==> config.mk <==
export PLATFORM = sky130hd
export DESIGN_NAME = fwd_hazard_unit
export DESIGN_NICKNAME = d
export VERILOG_FILES = /design/src/rtl/fwd_hazard_unit.sv
export SDC_FILE = /design/constraint.sdc
export NUM_CORES = 1
export LEC_CHECK = 0
export BUFFER_PORTS_ARGS = -buffer_cell sky130_fd_sc_hd__buf_2
export CAP_MARGIN = 25
export CORE_MARGIN = 2
export CORE_UTILIZATION = 50
export DETAILED_ROUTE_END_ITERATION = 8
export MAX_ROUTING_LAYER = met4
export PLACE_DENSITY = 0.9
export SLEW_MARGIN = 10
export SYNTH_ARGS = -nofsm -noshare
export SYNTH_HDL_FRONTEND = slang
export SYNTH_SLANG_ARGS = --single-unit
==> constraint.sdc <==
create_clock -name clk -period 2.65 [get_ports clk]
set_input_delay 0.3975 -clock clk [delete_from_list [all_inputs] [get_ports clk]]
set_output_delay 0.3975 -clock clk [all_outputs]
set_load 0.1 [all_outputs]
==> src/rtl/fwd_hazard_unit.sv <==
// fwd_hazard_unit: operand forwarding selects, load-use / memory-wait stalls and stall counters
module fwd_hazard_unit #(
  parameter int REG_AW = 5,
  parameter bit FWD_EN = 1'b1,
  parameter int CNT_W  = 16
) (
  input  logic              clk,
  input  logic              rst_n,
  input  logic              id_valid,
  input  logic              id_rs1_used,
  input  logic              id_rs2_used,
  input  logic [REG_AW-1:0] id_rs1,
  input  logic [REG_AW-1:0] id_rs2,
  input  logic              ex_valid,
  input  logic              ex_wen,
  input  logic              ex_is_load,
  input  logic [REG_AW-1:0] ex_rd,
  input  logic              m_valid,
  input  logic              m_wen,
  input  logic              m_is_load,
  input  logic [REG_AW-1:0] m_rd,
  input  logic              m_ready,
  input  logic              wb_valid,
  input  logic              wb_wen,
  input  logic [REG_AW-1:0] wb_rd,
  input  logic              flush,
  output logic [2:0]        rs1_fwd_sel,
  output logic [2:0]        rs2_fwd_sel,
  output logic              stall_fe,
  output logic              bubble_ex,
  output logic              stall_all,
  output logic [CNT_W-1:0]  stall_cycles,
  output logic [CNT_W-1:0]  lu_events
);
  typedef enum logic [1:0] {RUN, LU_STALL, MEM_WAIT} state_t;
  state_t r_state;
  logic [CNT_W-1:0] r_stall_cycles, r_lu_events;
  logic w_s1, w_s2, w_ex_p, w_m_p, w_wb_p;
  logic w_ex1, w_ex2, w_m1, w_m2, w_wb1, w_wb2;
  logic w_mw, w_lu, w_so, w_haz, w_lu_enter;
  logic [2:0] w_sel1, w_sel2;
  assign w_s1   = id_valid & id_rs1_used;
  assign w_s2   = id_valid & id_rs2_used;
  assign w_ex_p = ex_valid & ex_wen & (ex_rd != '0);
  assign w_m_p  = m_valid & m_wen & (m_rd != '0);
  assign w_wb_p = wb_valid & wb_wen & (wb_rd != '0);
  assign w_ex1  = w_s1 & w_ex_p & (ex_rd == id_rs1);
  assign w_ex2  = w_s2 & w_ex_p & (ex_rd == id_rs2);
  assign w_m1   = w_s1 & w_m_p & (m_rd == id_rs1);
  assign w_m2   = w_s2 & w_m_p & (m_rd == id_rs2);
  assign w_wb1  = w_s1 & w_wb_p & (wb_rd == id_rs1);
  assign w_wb2  = w_s2 & w_wb_p & (wb_rd == id_rs2);
  assign w_sel1 = w_ex1 ? 3'd1 : w_m1 ? (m_is_load ? 3'd3 : 3'd2) : w_wb1 ? 3'd4 : 3'd0;
  assign w_sel2 = w_ex2 ? 3'd1 : w_m2 ? (m_is_load ? 3'd3 : 3'd2) : w_wb2 ? 3'd4 : 3'd0;
  assign rs1_fwd_sel = FWD_EN ? w_sel1 : 3'd0;
  assign rs2_fwd_sel = FWD_EN ? w_sel2 : 3'd0;
  assign w_mw   = m_valid & m_is_load & ~m_ready;
  assign w_lu   = FWD_EN & ex_is_load & (w_ex1 | w_ex2);
  assign w_so   = ~FWD_EN & (w_ex1 | w_ex2 | w_m1 | w_m2 | w_wb1 | w_wb2);
  assign w_haz  = ~flush & (w_lu | w_so);
  assign stall_all = w_mw;
  assign stall_fe  = w_mw | w_haz;
  assign bubble_ex = ~w_mw & w_haz;
  assign w_lu_enter = ~w_mw & ~flush & w_lu & (r_state == RUN);
  assign stall_cycles = r_stall_cycles;
  assign lu_events    = r_lu_events;
  // state transitions and saturating stall / load-use counters
  always_ff @(posedge clk) begin
    if (!rst_n) begin
      r_state        <= RUN;
      r_stall_cycles <= '0;
      r_lu_events    <= '0;
    end else begin
      r_state <= w_mw ? MEM_WAIT : w_lu_enter ? LU_STALL : RUN;
      if (stall_fe && !(&r_stall_cycles)) r_stall_cycles <= r_stall_cycles + 1'b1;
      if (w_lu_enter && !(&r_lu_events)) r_lu_events <= r_lu_events + 1'b1;
    end
  end
endmodule

==> metrics.md, run 1 <==
| Metric | Value |
|---|---|
| RSZ-0062 raised after global routing | false |
| Global Route Usage Sum | 0.2478 |
| Worst VDD drop | 0.2727 mV |
| Min cycle time layout | 2.490 ns |
| Drt wl/cell | 14.94 microns |
| Die height | 71.53 microns |
| CTS sink count | 34 |
| Most frequent cells in the layout | buf_2, nand2_1, dfxtp_1 |
| Setup TNS | 0 ns |
| Port Buffers | 80 |
| Die area | roughly 0.0051 sq mm |
| Fill count | 367 |
| Largest net degree at the start of global routing | 31 |
| Hold Violations, Final | 0 |
| GR Overflow Total | 0 |
| CTS root buf | clkbuf_8 |
| DR vias | 2458 |
| Vias in the first global route | 2214 |
| Final setup fails | 0 |
| Cell Area, Placed | approximately 0.0029 sq mm |
| Drt drc | 0 |
| WS Path Type | input port to primary output |
| Seq cells post-synth | 34 |
| Die Wd | about 70 microns |
| Worst clock skew | 0.004427 ns |
| Top Ports | 81 |
| Post-Syn Nets | approximately 330 |
| CP required | 2.25 ns |
| Share of cells above drive strength 1 | 0.2725 |
| Largest cells by area after synthesis | dfxtp_1, xor2_1, mux2i_1, nand2_1, a21oi_1 |
| Slew headroom | 0.5077 |
| Post-synth EDFFs | 0 |
| Status | finished clean |
| Slew Viols, Final | 0 |
| Leakage power | 1.216 nW |
| Least-Margin Pin Slew | 0.7316 ns |
| Initial core utilization | 0.5200 |
| Prevailing post-synth register cell | dfxtp_1 |
| Final Util | 0.6718 |
| Setup Fix Bufs, Post-CTS | 0 |
| Crit. End Element | primary output |
| Inst Count DP | approximately 410 |
| Antenna violations before repair | 0 |
| Leading cell type in the layout, fill and taps excluded | buf_2 |
| Synth Instances | 283 |
| Post-route ant nets | 0 |
| Vias per cell | 5.866 |
| Core region area | 0.004384 sq mm |
| Total CTS buffers | 5 |
| Post-route insts no fill | between 400 and 500 |
| FP Rows | 24 |
| Post-Syn Area per Cell | 8.055 sq um |
| DRT iter0 DRCs | 120 |
| Clk buf depth | 2 |
| # hold bufs at CTS | 0 |
| Seq/Total Area, Yosys | 0.2986 |
| # nets final | 408 |
| Cell taking the most area after synthesis | dfxtp_1 |
| Skew-Pair Late Insertion Delay | 0.29 ns |
| Routed wire length | 6.260 mm |
| Worst setup SP type | input port |
| CTS tree | done |
| Async set or reset register ratio after synthesis | 0 |
| Synth cell types | 45 |
| CTS H-tree depth | 2 |
| Post-synthesis cell area | 0.002280 sq mm |
| Final instance area | roughly 0.0029 sq mm |
| Clk slew on worst S/H paths | ~0.070 ns |
| Yosys top cell area share | 0.2986 |
| CP Max Fanout | 5 |
| Synth warnings | 0 |
| Area delta synth->final | 29.20% |
| DRT Pass-1 Iters | 4 |
| First-pass GRT wire length | 9.894 mm |
| Power per cell area | 363.3 mW/mm^2 |
| N_diodes | 0 |
| Max-Cap Viols | 0 |
| Data arrival, critical path | about 2.1 ns |
| Post-CTS sizing | 0 |
| Max Clk Rate | 401.6 MHz |
| GP Congestion | ~1.0 |
| Worst hold path type | flop to flop |
| Tcrit/Tclk final | 0.9396 |
| Detailed Place HPWL | ~4.8 mm |
## worst max-delay path, stage by stage
cell and delay [ns]:
buf_2 0.13, xor2_1 0.16, nor4_1 0.35, and3_1 0.43, o21ai_2 0.12, nand2_2 0.08
buf_2 0.42
## routing by layer
metal	vias up	track usage	share of wire	routed length [microns]
met4	0	0.07338	0.015	96
li1	1191	-	-	-
met2	80	0.4331	0.52	3279
met3	13	0.04079	0.046	291
met5	-	-	0	0
met1	1174	0.2920	0.41	2592
## report_power, final
part	switching, mW	internal, mW
Clock	0.191	0.210
Combinational	0.0944	0.0608
Sequential	0.00189	0.512
## through the flow
stage	power [mW]	worst slack, ns	hold WS [ns]
floorplan	0.6117	0.06335	0.5474
global placement	0.6751	0.1454	0.4598
detailed placement	0.6793	0.08342	0.4756
CTS	1.073	0.1702	0.4858
global route	1.105	0.1086	0.5129
finish	1.070	0.1600	0.4848
## final timing paths
kind	from	to	slack, ns	cells after the start
worst max-delay path	id_rs2[4]	stall_fe	0.16	7
worst min-delay path	stall_cycles[9]$_SDFFE_PN0P_	stall_cycles[9]$_SDFFE_PN0P_	0.48	2
worst max register to register	lu_events[0]$_SDFFE_PN0P_	lu_events[14]$_SDFFE_PN0P_	0.58	8
worst min register to register	stall_cycles[9]$_SDFFE_PN0P_	stall_cycles[9]$_SDFFE_PN0P_	0.48	2
## registers in the layout, indices dropped and copies added, names as in the netlist
signal	cells
r_state	2
lu_events	16
stall_cycles	16
## cells in the mapped netlist (6+ instances only)
master     n
nand2_1   38
dfxtp_1   34
xor2_1    23
a21oi_1   21
nand3_1   17
mux2i_1   15
nand2b_1  14
nor2_1    13
or3_1     10
and3_1     8
o21ai_1    8
xnor2_1    8
nand4_1    6
nor4_1     6
## layout make-up
class / instances / area, sq um / share of cell area
Multi-Input combinational cell: 236 / 1550 / 0.5263
Sequential cell: 34 / 680.7 / 0.2311
Timing Repair Buffer: 85 / 543.0 / 0.1844
Clock buffer: 7 / 86.33 / 0.02931
Tap cell: 52 / 65.06 / 0.02209
Inverter: 4 / 15.01 / 0.005098
Clock inverter: 1 / 5.005 / 0.001699
## kinds of logic after synthesis
family	synth area share
buf+inv	0.03347
mux	0.06586
flops	0.2986
fa+ha+maj	0.01098
simple gates	0.3046
compound gates	0.1674
xor+xnor	0.1191
No activity file was read; power rests on OpenSTA's default activity.
==> run 2: changes to the inputs <==
- CORE_UTILIZATION: 50 -> 35
- PLACE_DENSITY: 0.9 -> 0.7
- RECOVER_POWER: default -> 25
==> run 2 against run 1 <==
Compared with the run above:
- hold slack improved by 0.0030 ns
- highest routed layer unchanged
- worst setup slack gained 0.0078 ns
- count of clock-buffer cells in the layout rose by 1
- largest cell class unchanged
- utilization down 20 points
- flip-flop and latch count did not move
==> metrics.md, run 2 (synthesis gave the netlist of run 1 again) <==
| Metric | Value |
|---|---|
| Status | finished clean |
| First-pass GRT wire length | 10.26 mm |
| Grt met1 use | 0.2453 |
| Most frequent cells in the layout | buf_2, nand2_1, dfxtp_1 |
| CTS sink count | 34 |
| Post-route ant nets | 0 |
| Global Route Usage Sum | 0.1802 |
| DRT iter0 DRCs | 109 |
| Crit. End Element | primary output |
| # hold bufs at CTS | 0 |
| R2R Path End | lu_events[1]$_SDFFE_PN0P_ |
| Least-Margin Pin Slew | 1.209 ns |
| Top Ports | 81 |
| Hold Path Sink | stall_cycles[11]$_SDFFE_PN0P_ |
| Post-route insts no fill | 446 |
| Worst clock skew | ~0.0024 ns |
| Crit. path cell count | 7 |
| R2R cell count | 8 |
| Min cycle time layout | roughly 2.5 ns |
| Drt wl/cell | between 10 and 15 microns |
| Vias per cell | 5.341 |
| GP Congestion | around 0.97 |
| Data arrival, critical path | 2.08 ns |
| Total CTS buffers | 5 |
| DRT Pass-1 Iters | 4 |
| Core region area | 0.006314 sq mm |
| Leakage power | between 1 and 1.5 nW |
| Final instance area | 0.002989 sq mm |
| CTS H-tree depth | 2 |
| Detailed Place HPWL | 4.857 mm |
| GR met3 Demand/Resource | 0.03441 |
| Worst hold path type | flop to flop |
| Critical path cell sequence | buf_2 > xor2_1 > nor4_1 > and3_1 > o21ai_2 > nand2_2 > buf_2 |
| Final setup fails | 0 |
| Grt met2 use | 0.2598 |
| WS Path Type | input port to primary output |
| Busiest layer in global routing | met2 |
| HP Start | stall_cycles[11]$_SDFFE_PN0P_ |
| Register-to-register setup slack | slightly above 0.6 ns |
| Worst r2r src | lu_events[0]$_SDFFE_PN0P_ |
| Worst setup SP type | input port |
| Routed wire length | 6.280 mm |
| Largest net degree at the start of global routing | 31 |
| Crit-path max cell delay | 0.42 ns |
| DR vias | 2382 |
| CTS root buf | clkbuf_8 |
| Clk buf depth | 2 |
| Worst VDD drop | 0.2160 mV |
| Worst path top cell family by delay | simple AND/OR/NAND/NOR gates |
| Cell Area, Placed | 0.002900 sq mm |
| Die Wd | 84.71 microns |
| Max-Cap Viols | 0 |
| Area delta synth->final | 31.12% |
| Initial core utilization | 0.3611 |
| Drt drc | 0 |
| Setup Fix Bufs, Post-CTS | 0 |
| Max Clk Rate | 402.9 MHz |
| GR Overflow Total | 0 |
| Slowest cell on the critical path | and3_1 |
| Inst Count DP | 438 |
| Setup TNS | 0 ns |
| Vias in the first global route | 2185 |
| Worst hold stages | 2 |
| Post-CTS sizing | 0 |
| Die height | approximately 85 microns |
| RSZ-0062 raised after global routing | false |
| Skew-Pair Late Insertion Delay | 0.29 ns |
| Slew headroom | 0.1976 |
| CTS tree | done |
| Antenna violations before repair | 0 |
| N_diodes | 0 |
| Cell mode on critical path | buf_2 |
| Clk slew on worst S/H paths | 0.07 ns |
| Port Buffers | 80 |
| WP buf/inv | 2 |
| Pwr Total | 1.126 mW |
| Die area | 0.007175 sq mm |
| CP required | 2.25 ns |
| Power per cell area | between 300 and 400 mW/mm^2 |
| # nets final | 410 |
| CP Max Fanout | 5 |
| Leading cell type in the layout, fill and taps excluded | buf_2 |
| Share of cells above drive strength 1 | 0.2331 |
| Hold Violations, Final | 0 |
| Tcrit/Tclk final | 0.9367 |
| Slew Viols, Final | 0 |
| Fill count | 662 |
| FP Rows | 29 |
run 2: changes by cell type in the layout (fill, tap and decap cells not counted):
cell	delta
buf_2	-17
clkbuf_8	+2
clkbuf_1	+16
clkinv_2	-1
and2_0	+1
and2_1	-1
buf_4	+2
run 2: through the flow:
step | utilization | setup WS (ns) | hold slack (ns)
global route | 0.4734 | 0.01177 | 0.5143
finish | 0.4734 | 0.1679 | 0.4878
CTS | 0.4768 | 0.1364 | 0.4881
floorplan | - | 0.06335 | 0.5474
detailed placement | 0.4594 | 0.1348 | 0.4735
global placement | 0.4594 | 0.1637 | 0.4654
run 2: area by class of cell:
cell class	instances	area, sq um	share of cell area
clock buffers	8	110.1	0.03684
flip-flops and latches	34	680.7	0.2277
well taps	77	96.34	0.03223
inverters	4	15.01	0.005023
multi-input cells	236	1550	0.5186
repair buffers	87	536.8	0.1796
run 2: how the worst max path moves through the flow:
| stage | start | to | slack (ns) |
|---|---|---|---|
| 4_1_cts | id_rs2[4] | stall_fe | 0.14 |
| 3_5_place_dp | ex_rd[0] | lu_events[1]$_SDFFE_PN0P_ | 0.13 |
| 2_1_floorplan | ex_rd[0] | rs1_fwd_sel[2] | 0.06 |
| 3_3_place_gp | id_rs2[4] | stall_fe | 0.16 |
| 6_report | id_rs2[4] | stall_fe | 0.17 |
| 5_1_grt | ex_rd[4] | stall_fe | 0.01 |
run 2: power breakdown:
group	total [mW]	internal [mW]	switching (mW)
clock	0.456	0.262	0.193
sequential	0.514	0.512	0.00193
combinational	0.157	0.0615	0.0950
run 2: per-layer routing:
layer / routed length, microns / share of wire
met4: 131 / 0.021
met2: 2895 / 0.46
met3: 333 / 0.053
met1: 2919 / 0.46
met5: 0 / 0
run 2: worst register-to-register path, cell delays in order (launching register included):
cell	delay, ns
dfxtp_1	0.39
ha_1	0.22
nand2_1	0.10
nor2_1	0.34
nand3_1	0.20
o211ai_4	0.23
buf_4	0.23
mux2i_1	0.18
nor2_1	0.05
==> run 3: changes to the inputs <==
- CELL_PAD_IN_SITES_DETAIL_PLACEMENT: default -> 2
- CELL_PAD_IN_SITES_GLOBAL_PLACEMENT: default -> 2
- CORE_UTILIZATION: 35 -> 28
- HOLD_SLACK_MARGIN: default -> 0.08
- PLACE_DENSITY: 0.7 -> 0.91
==> run 3 against run 2 <==
Compared with the run above:
- critical path depth unchanged
- sequential share of layout area down 0.23 points
- total power up 3.8%
- critical path type unchanged
- highest routed layer unchanged
==> metrics.md, run 3 (synthesis gave the netlist of run 1 again) <==
| Metric | Value |
|---|---|
| DRT Pass-1 Iters | 4 |
| Post-route ant nets | 0 |
| CP required | 2.25 ns |
| GR Overflow Total | 0 |
| N_diodes | 0 |
| Leakage power | 1.160 nW |
| Logic pwr share | 0.141 |
| Top Ports | 81 |
| CTS sink count | 34 |
| Crit. End Element | primary output |
| Worst setup SP type | input port |
| First-pass GRT wire length | 13.97 mm |
| Final WS setup | 0.1367 ns |
| CP Max Fanout | 5 |
| Total CTS buffers | 5 |
| Sw Pwr | 0.3191 mW |
| Area delta synth->final | 32.44% |
| Worst clock skew | between 0.003 and 0.004 ns |
| Worst VDD drop | around 0.17 mV |
| Die height | 94.23 microns |
| Setup TNS | 0 ns |
| Antenna violations before repair | 0 |
| Core region area | 0.007807 sq mm |
| FP Rows | 32 |
| Share of cells above drive strength 1 | 0.2331 |
| Max Clk Rate | 397.9 MHz |
| Max-Cap Viols | 0 |
| Vias in the first global route | 2665 |
| Power per cell area | slightly below 400 mW/mm^2 |
| Inst Count DP | 463 |
| GP Congestion | 0.9535 |
| Hold Violations, Final | 0 |
| Final setup fails | 0 |
| Die Wd | 94.23 microns |
| Sequential share of power | 0.439 |
| RSZ-0062 raised after global routing | false |
| Least-Margin Pin Slew | between 1 and 1.5 ns |
| Slew headroom | 0.2089 |
| Clock share of power | 0.420 |
| Int Pwr | 0.8504 mW |
| Detailed Place HPWL | ~6.7 mm |
| DRT iter0 DRCs | ~130 |
| Clk buf depth | 2 |
| Die area | 0.008879 sq mm |
| Tcrit/Tclk final | 0.9484 |
| Initial core utilization | 0.2920 |
| Global Route Usage Sum | 0.2083 |
| Drt wl/cell | 18.11 microns |
| Pwr Total | 1.169 mW |
| Drt drc | 0 |
| Clk slew on worst S/H paths | 0.08 ns |
| WS Path Type | input port to primary output |
| Vias per cell | 5.265 |
| Data arrival, critical path | about 2.1 ns |
| Post-CTS sizing | 0 |
| Setup Fix Bufs, Post-CTS | 0 |
| DR vias | 2480 |
| Leading cell type in the layout, fill and taps excluded | buf_2 |
| Worst hold path type | flop to flop |
| Port Buffers | 80 |
| CTS tree | done |
| Pre-CTS setup slack | 0.07684 ns |
| # hold bufs at CTS | 0 |
| CTS H-tree depth | 2 |
| # nets final | 410 |
| Skew-Pair Late Insertion Delay | 0.30 ns |
| Slew Viols, Final | 0 |
| Most frequent cells in the layout | buf_2, nand2_1, dfxtp_1 |
| Sw frac | 0.2728 |
| Min cycle time layout | about 2.5 ns |
| CTS root buf | clkbuf_8 |
| Routed wire length | 8.531 mm |
| Largest net degree at the start of global routing | 31 |
| Post-route insts no fill | between 400 and 500 |
| Status | finished clean |
-- run 3: cell count changes in the layout (fill, tap and decap cells not counted), sizes merged --
cell    before  now
clkinv       1    3
clkbuf      25   22
bufinv       0    1
-- run 3: final cells by class --
class	count	area, sq um
timing repair buffer	87	536.8
fill	912	4788
inverter	4	15.01
multi-input combinational	236	1550
tap	102	127.6
clock inverter	3	40.04
clock buffer	5	68.82
sequential	34	680.7
-- run 3: metal layers --
metal / wire length [microns] / vias up / track usage
met5: 0 / - / -
met4: 139 / 0 / 0.05435
met3: 224 / 11 / 0.03050
met2: 4512 / 42 / 0.3667
met1: 3655 / 1230 / 0.2487
li1: - / 1197 / -
-- run 3: worst max-delay path, stage by stage --
cell,delay (ns)
buf_2,0.14
xor2_1,0.16
nor4_1,0.34
and3_1,0.43
o21ai_2,0.14
nand2_2,0.08
buf_2,0.42
-- run 3: path summary, 6_finish.rpt --
check / from / endpoint / slack, ns / cells after the start
max: id_rs2[1] / stall_fe / 0.14 / 7
min: stall_cycles[9]$_SDFFE_PN0P_ / stall_cycles[9]$_SDFFE_PN0P_ / 0.49 / 2
min reg2reg: stall_cycles[9]$_SDFFE_PN0P_ / stall_cycles[9]$_SDFFE_PN0P_ / 0.49 / 2
max reg2reg: lu_events[0]$_SDFFE_PN0P_ / lu_events[10]$_SDFFE_PN0P_ / 0.57 / 8
-- run 3: power groups by stage --
stage,clock (mW),combinational (mW),sequential [mW]
final,0.491,0.165,0.514
after global routing,0.533,0.179,0.514
after CTS,0.503,0.165,0.514
after detailed placement,0,0.164,0.526
after global placement,0,0.157,0.526
after floorplan,0,0.0793,0.532
-- run 3: through the flow --
stage / instance area [sq um] / util / hold WS (ns)
3_3_place_gp: 2932 / 0.3755 / 0.4695
3_5_place_dp: 2932 / 0.3755 / 0.4842
6_report: 3019 / 0.3867 / 0.4920
2_1_floorplan: 2307 / - / 0.5474
4_1_cts: 3040 / 0.3894 / 0.4968
5_1_grt: 3019 / 0.3867 / 0.5267
